[src/rtl/pcpi_pkg.sv]
// Shared types and instruction-field constants for the PCPI dispatcher.
// The claim function is the single place that defines which words are ours.
package pcpi_pkg;

  typedef enum logic [1:0] {
    IDLE  = 2'd0,
    ISSUE = 2'd1,
    RESP  = 2'd2,
    DRAIN = 2'd3
  } state_e;

  localparam logic [6:0] OPCODE_CUSTOM0 = 7'b0001011;

  localparam int OPC_LSB  = 0;
  localparam int OPC_MSB  = 6;
  localparam int USEL_LSB = 25;
  localparam int USEL_MSB = 26;
  localparam int RSV_LSB  = 27;
  localparam int RSV_MSB  = 31;

  function automatic logic insn_claimed(input logic [31:0] insn,
                                        input logic [6:0]  opcode,
                                        input int          num_units);
    return (insn[OPC_MSB:OPC_LSB] == opcode) &&
           (insn[RSV_MSB:RSV_LSB] == '0) &&
           (int'(insn[USEL_MSB:USEL_LSB]) < num_units);
  endfunction

endpackage

[src/rtl/pcpi_watchdog.sv]
// Issue watchdog: counts cycles since clear while enabled, flags the last
// allowed cycle so the dispatcher can force a response on the next edge.
module pcpi_watchdog #(
  parameter int TIMEOUT = 64
) (
  input  logic clk_i,
  input  logic rst_ni,
  input  logic clr_i,
  input  logic en_i,
  output logic expired_o
);

  // One extra count of headroom: the counter may step once past TIMEOUT-1
  // on the edge where the dispatcher leaves ISSUE.
  localparam int CW = $clog2(TIMEOUT + 1);

  logic [CW-1:0] cnt_q;
  logic [CW-1:0] cnt_d;

  always_comb begin
    cnt_d = cnt_q;
    if (clr_i) begin
      cnt_d = '0;
    end else if (en_i) begin
      cnt_d = cnt_q + CW'(1);
    end
  end

  always_ff @(posedge clk_i or negedge rst_ni) begin
    if (!rst_ni) begin
      cnt_q <= '0;
    end else begin
      cnt_q <= cnt_d;
    end
  end

  assign expired_o = (cnt_q == CW'(TIMEOUT - 1));

endmodule

[src/rtl/pcpi_dispatch.sv]
// PCPI front end: claims custom-0 words, forwards them to one attached unit,
// holds pcpi_wait while it works and returns its result or a watchdog abort.
module pcpi_dispatch
  import pcpi_pkg::*;
#(
  parameter int         NUM_UNITS = 4,
  parameter logic [6:0] OPCODE    = OPCODE_CUSTOM0,
  parameter int         TIMEOUT   = 64
) (
  input  logic                    pcpi_clock,
  input  logic                    pcpi_reset,
  input  logic                    pcpi_valid,
  input  logic [31:0]             pcpi_insn,
  input  logic [31:0]             pcpi_rs1,
  input  logic [31:0]             pcpi_rs2,
  output logic                    pcpi_wait,
  output logic                    pcpi_ready,
  output logic                    pcpi_wr,
  output logic [31:0]             pcpi_rd,
  output logic [NUM_UNITS-1:0]    u_valid,
  output logic [31:0]             u_insn,
  output logic [31:0]             u_rs1,
  output logic [31:0]             u_rs2,
  input  logic [NUM_UNITS-1:0]    u_ready,
  input  logic [NUM_UNITS-1:0]    u_wr,
  input  logic [32*NUM_UNITS-1:0] u_rd,
  output logic                    busy,
  output logic                    timeout_err
);

  state_e                 state_q;
  logic [1:0]             idx_q;
  logic [NUM_UNITS-1:0]   u_valid_q;
  logic [31:0]            insn_q;
  logic [31:0]            rs1_q;
  logic [31:0]            rs2_q;
  logic [31:0]            rd_q;
  logic                   wr_q;
  logic                   ready_q;
  logic                   wait_q;
  logic                   terr_q;

  logic                   claim_d;
  logic [1:0]             sel_d;
  logic [NUM_UNITS-1:0]   u_valid_d;
  logic                   sel_ready;
  logic                   sel_wr;
  logic [31:0]            sel_rd;
  logic                   accept;
  logic                   wd_en;
  logic                   wd_expired;

  assign claim_d = insn_claimed(pcpi_insn, OPCODE, NUM_UNITS);
  assign sel_d   = pcpi_insn[USEL_MSB:USEL_LSB];
  assign accept  = (state_q == IDLE) && pcpi_valid && claim_d;
  assign wd_en   = (state_q == ISSUE);

  always_comb begin
    u_valid_d = '0;
    for (int i = 0; i < NUM_UNITS; i++) begin
      if (sel_d == 2'(i)) u_valid_d[i] = 1'b1;
    end
  end

  // Only the latched unit's handshake is visible; others are ignored.
  always_comb begin
    sel_ready = 1'b0;
    sel_wr    = 1'b0;
    sel_rd    = '0;
    for (int i = 0; i < NUM_UNITS; i++) begin
      if (idx_q == 2'(i)) begin
        sel_ready = u_ready[i];
        sel_wr    = u_wr[i];
        sel_rd    = u_rd[32*i +: 32];
      end
    end
  end

  pcpi_watchdog #(
    .TIMEOUT (TIMEOUT)
  ) u_watchdog (
    .clk_i     (pcpi_clock),
    .rst_ni    (pcpi_reset),
    .clr_i     (accept),
    .en_i      (wd_en),
    .expired_o (wd_expired)
  );

  always_ff @(posedge pcpi_clock or negedge pcpi_reset) begin
    if (!pcpi_reset) begin
      state_q   <= IDLE;
      idx_q     <= '0;
      u_valid_q <= '0;
      insn_q    <= '0;
      rs1_q     <= '0;
      rs2_q     <= '0;
      rd_q      <= '0;
      wr_q      <= 1'b0;
      ready_q   <= 1'b0;
      wait_q    <= 1'b0;
      terr_q    <= 1'b0;
    end else begin
      ready_q <= 1'b0;
      case (state_q)
        IDLE: begin
          if (accept) begin
            idx_q     <= sel_d;
            insn_q    <= pcpi_insn;
            rs1_q     <= pcpi_rs1;
            rs2_q     <= pcpi_rs2;
            u_valid_q <= u_valid_d;
            wait_q    <= 1'b1;
            state_q   <= ISSUE;
          end
        end
        ISSUE: begin
          // Flush beats completion: the core no longer wants the result.
          if (!pcpi_valid) begin
            u_valid_q <= '0;
            wait_q    <= 1'b0;
            state_q   <= IDLE;
          end else if (sel_ready) begin
            rd_q      <= sel_rd;
            wr_q      <= sel_wr;
            u_valid_q <= '0;
            wait_q    <= 1'b0;
            ready_q   <= 1'b1;
            state_q   <= RESP;
          end else if (wd_expired) begin
            rd_q      <= '0;
            wr_q      <= 1'b0;
            u_valid_q <= '0;
            wait_q    <= 1'b0;
            ready_q   <= 1'b1;
            terr_q    <= 1'b1;
            state_q   <= RESP;
          end
        end
        RESP: begin
          state_q <= DRAIN;
        end
        DRAIN: begin
          if (!pcpi_valid) state_q <= IDLE;
        end
        default: state_q <= IDLE;
      endcase
    end
  end

  assign pcpi_wait   = wait_q;
  assign pcpi_ready  = ready_q;
  assign pcpi_wr     = wr_q;
  assign pcpi_rd     = rd_q;
  assign u_valid     = u_valid_q;
  assign u_insn      = insn_q;
  assign u_rs1       = rs1_q;
  assign u_rs2       = rs2_q;
  assign busy        = (state_q != IDLE);
  assign timeout_err = terr_q;

endmodule

[config.mk]
export PLATFORM = sky130hd
export DESIGN_NAME = pcpi_dispatch
export DESIGN_NICKNAME = d
export VERILOG_FILES = /design/src/rtl/pcpi_pkg.sv /design/src/rtl/pcpi_watchdog.sv /design/src/rtl/pcpi_dispatch.sv
export SDC_FILE = /design/constraint.sdc
export NUM_CORES = 1
export LEC_CHECK = 0
export BUFFER_PORTS_ARGS = -buffer_cell sky130_fd_sc_hd__buf_2
export CAP_MARGIN = 20
export CORE_AREA = 2 2 143 145
export DETAILED_ROUTE_END_ITERATION = 7
export DIE_AREA = 0 0 145 147
export GPL_TIMING_DRIVEN = 0
export MAX_ROUTING_LAYER = met4
export PLACE_DENSITY = 0.72
export REMOVE_ABC_BUFFERS = 1
export SYNTH_ARGS = -nofsm -noshare
export SYNTH_HDL_FRONTEND = slang
export SYNTH_SLANG_ARGS = --single-unit
[constraint.sdc]
create_clock -name pcpi_clock -period 5.35 [get_ports pcpi_clock]
set_clock_uncertainty 0.15 [all_clocks]
set_input_delay 0.2675 -clock pcpi_clock [delete_from_list [all_inputs] [get_ports pcpi_clock]]
set_output_delay 0.2675 -clock pcpi_clock [all_outputs]
set_load 0.1 [all_outputs]
# == Word level (Yosys, flattened, before mapping) ==
# Cells that the tools add are included.
# word_totals
reg_bits,147
inputBits,235
out_inout_bits,137
wordCells,85
# classes
add_sub_neg,1
n_eq_ne,14
mux,41
bitwise_logic,1
n_reduce_logical,16
# op_table
cell,n
$mux 32,6
$mux 1,21
$mux 4,4
$mux 7,2
$eq 2x2->1 const B,6
$mux 2,5
$reduce_and 3->1,3
$pmux 2 s4,1
$pmux 4 s2,1
$reduce_bool 2->1,4
$add 7x1->7 const B,1
$eq 7x4->1 const B,1
$eq 7x6->1 const B,1
$eq 2x1->1 const B,3
$logic_not 2->1,3
$logic_not 5->1,1
$ne 2x2->1 const B,2
$ne 4x4->1 const B,1
$reduce_and 4->1,1
$logic_and 1x1->1,3
$pmux 1 s2,1
$reduce_and 2->1,1
$not 1->1,1

# == Logic depth before layout (Yosys ltp) ==
# logic_depth
depth_word,8
ltp_mapped,8
depth_no_buf,5

# == By module ==
# From an unflattened synthesis, not the netlist that was laid out.
# unflattened
cells_unflattened,633
area_unflattened_um2,6391.1
# by_module_without_submodules
mod,instances,cells_per_inst,area_each_um2
pcpi_dispatch,1,603,6067.1
pcpi_watchdog,1,30,324.1

# == Worst setup path after synthesis ==
# OpenSTA, ideal clock, no wires.
# synth_path
path_type,reg-to-reg
start,register u_insn[26] (netlist name)
end,register rd_q[10] (netlist: pcpi_rd[10])
setup_time_ps,120
arrival_ps,2283
t_required_ps,5080
path_slack_ps,2797
path_stages_with_launch,8
cell_sequence,dfrtp_1 clkbuf_2 mux2_2 buf_6 a21o_1 buf_6 buf_6 a21o_1
# synth_rtl
item,line_no,source
end signal: assignment,pcpi_dispatch.sv:123,rd_q <= sel_rd;
end: declaration,pcpi_dispatch.sv:37,logic [31:0] rd_q;

==> flow_metrics.py <==
metrics = {
    "cts": {
        "cts-root-buf": "clkbuf_16",
        "cts_tree": "done",
        "cts.sinks": 145,
        "cts_buffer_depth": 2,
        "clkLatencyLatePin_ns": 0.41,
        "post_cts_buffers": 0,
        "h-tree-depth": 4,
        "path_clk_slew_ns": 0.06,
        "cts_buffers": 17,
    },
    "worst_hold_path": {
        "hold_path_class": "primary input to flip-flop",
        "whs_path_depth": 3,
        "min_from": "pcpi_valid",
    },
    "power_and_ir_drop": {
        "clock_power_share_pct": 27.6,
        "switching_share_pct": 45.5,
        "internal_power_uw": 2310,
        "combPwrFrac_pct": 40.0,
        "powerDensity_nw_per_um2": 416,
        "power.total_uw": 4230,
        "p_leak_uw": 0.00571,
        "power_frac_seq_pct": 32.4,
        "power_switching_uw": 1930,
        "vdd_ir_drop_max_v": 0.000194,
    },
    "route": {
        "drtIter0Drc": 235,
        "routed_via_density": 4.75,
        "routed_wl_um": 22100,
        "route.vias.total": 6364,
        "drc_errors": 0,
        "routedWlPerCell_um": 16.5,
        "firstDrtPassIters": 8,
        "final_antenna_net_count": 0,
    },
    "sta": {
        "fin_tns_setup_ns": 0,
        "hold_ws_ns": 0.0656,
        "fmax_ghz": 0.348,
        "slew_headroom_pct": 47.1,
        "hold_viol": 0,
        "slew_viol_final": 0,
        "setup_violations": 0,
        "worst_pin_slew_ns": 0.794,
        "min_period_ns": 2.87,
        "rsz0062_at_grt": "false",
        "post-route-period-util_pct": 53.7,
    },
    "logic_synthesis": {
        "yosys.area.top_type": "dfrtp_1",
        "yosys.area_share.simple_pct": 22.2,
        "synth_compound_area_share_pct": 5.60,
        "syn_area_um2": 6510,
        "ys_seq_elements": 145,
        "yosysWarnings": 0,
        "synth_xor_area_share_pct": 0.673,
        "synth_top_family_by_area": "simple AND/OR/NAND/NOR gates",
        "synth_ff_type": "dfrtp_1",
        "syn_avg_cell_area_um2": 10.7,
        "yosys-top-cells-area": "dfrtp_1 (56%), nand2_1 (15%), mux4_2 (11%)",
        "ys_seq_area_share_pct": 55.8,
        "synth_edf_count": 0,
        "muxShareOfSynthArea_pct": 12.1,
        "async_flop_share_pct": 100,
        "syn_inst": 608,
        "netlist.area_leader.share_pct": 55.8,
        "yosys.area_share.adder_pct": 0.192,
        "ys_types": 38,
    },
    "setup_path": {
        "cp-start-kind": "flip-flop",
        "reg2reg_setup_slack_ns": 2.48,
        "r2r-end": "pcpi_rd[25]$_DFFE_PN0P_",
        "critPathMaxStageDelay_ns": 0.79,
        "reg2reg_depth": 5,
        "crit_path_max_fanout": 37,
        "path_buf_inv": 2,
        "required_ns": 5.54,
        "cp_slowest_cell": "dfrtp_1",
        "reg2reg_from": "u_insn[26]$_DFFE_PN0P_",
        "end_kind": "flip-flop",
        "worstPathCellList": "buf_16 > mux2_2 > a21o_1 > buf_16 > a21o_1",
        "critPathLaunch": "u_insn[26]$_DFFE_PN0P_",
        "crit_family": "flip-flops",
        "cp.depth": 5,
        "worstSetupPathType": "flip-flop to flip-flop",
        "worstPathArrival_ns": 3.07,
    },
    "finish": {
        "mostFrequentLayoutCell": "buf_2",
        "fin_area_um2": 10200,
        "multi_input_area_um2": 2650,
        "nNetsFinal": 1290,
        "final_cell_mix": "buf_2 (370), nand2_1 (255), dfrtp_1 (144)",
        "final_layout_size_suffix_gt1_share_pct": 42.3,
        "nFillCells": 1722,
        "seqCellArea_um2": 3630,
        "syn2layout_area_growth_pct": 56.3,
    },
    "place": {
        "io_buffers": 371,
        "gp_congestion": 0.778,
        "place_area_um2": 8730,
        "hpwlAfterDp_um": 15500,
    },
    "global_route": {
        "grt_pass1_vias": 6646,
        "grt-ovfl-total": 0,
        "grt_max_degree": 83,
        "globalRouteTotalUtil_pct": 21.6,
        "grt_pass1_wl_um": 35000,
        "antenna_found_initial": 4,
    },
    "floorplanning": {
        "die_area_um2": 21300,
        "ios": 372,
        "die_height_um": 147,
        "dieWidth_um": 145,
        "num_rows": 52,
        "initial_utilization_pct": 32.8,
        "core_um2": 19800,
    },
    "job": {
        "drv_cap": 0,
    },
    "outcome": {
        "status": "finished clean",
    },
}
## power by group through the flow
stage	Clock, uW	Combinational (uW)	Sequential [uW]
floorplan	0	308	2360
global placement	0	1610	1380
detailed placement	0	1650	1390
CTS	1200	1700	1370
global route	1260	1760	1400
finish	1170	1690	1370
## flip-flops by register name (all words and copies together), names as in the netlist, named ones only
signal / count
u_insn: 31
u_valid: 4
idx_q: 1
u_rs2: 32
pcpi_wr: 1
state_q: 1
pcpi_ready: 1
pcpi_rd: 32
timeout_err: 1
u_rs1: 32
pcpi_wait: 1
u_watchdog.cnt_q: 7
## worst max-delay path by stage
stage | endpoint
finish | pcpi_rd[25]$_DFFE_PN0P_
global route | pcpi_rd[26]$_DFFE_PN0P_
CTS | pcpi_rd[6]$_DFFE_PN0P_
detailed placement | pcpi_rd[3]$_DFFE_PN0P_
global placement | u_insn[27]$_DFFE_PN0P_
floorplan | flip-flop
## Yosys cell counts, types with 6 or more instances
master,instances
buf_6,6
mux4_2,33
nand2_1,255
nor2_1,8
clkbuf_1,25
inv_1,6
buf_2,7
a21o_1,34
and2_1,10
dfrtp_1,145
nor3b_1,33
## layer usage
layer / share of wire (%) / global-route usage (%) / wire (um) / vias up
met5: 0 / - / 0 / -
met4: 1.9 / 7.77 / 422 / 0
met3: 7.6 / 5.53 / 1670 / 32
met2: 52 / 36.6 / 11400 / 326
met1: 39 / 25.1 / 8600 / 3077
li1: - / - / - / 2929
## tightest hold or removal path: stages
cell and delay (ns):
buf_2 0.11, nor2b_1 0.06, o21ai_0 0.14
## through the flow
stage	setup slack (ns)	std cells	utilization [%]
after detailed placement	2.50	1220	44.0
final	2.48	1341	51.2
after CTS	2.48	1337	51.2
after global placement	-0.282	1209	42.8
after floorplan	1.28	568	-
after global routing	2.26	1341	51.2
## repair_timing
action | in CTS | in global routing
setup endpoints to repair | 0 | 0
hold buffers | 85 | 0
gates resized for setup | 0 | 0
hold endpoints to repair | 148 | 0
## layout make-up
| cell class | count | share of cell area [%] |
|---|---|---|
| sequential | 145 | 35.7 |
| antenna | 4 | 0.0984 |
| inverter | 6 | 0.221 |
| multi-input combinational | 417 | 26.1 |
| timing repair buffer | 467 | 28.9 |
| clock inverter | 14 | 1.46 |
| tap | 270 | 3.32 |
| clock buffer | 18 | 4.22 |
## cell families (layout without fill, tap and decap cells)
group,Yosys count,after routing
and+or+nand+nor,326,326
DFF,145,145
muxes,37,37
AOI/OAI and AO/OA,48,48
adders and majority gates,1,1
buffers and inverters,46,505
other,0,4
xor gates and xnor gates,5,5
Note: power is estimated with default switching activity, not from simulation.
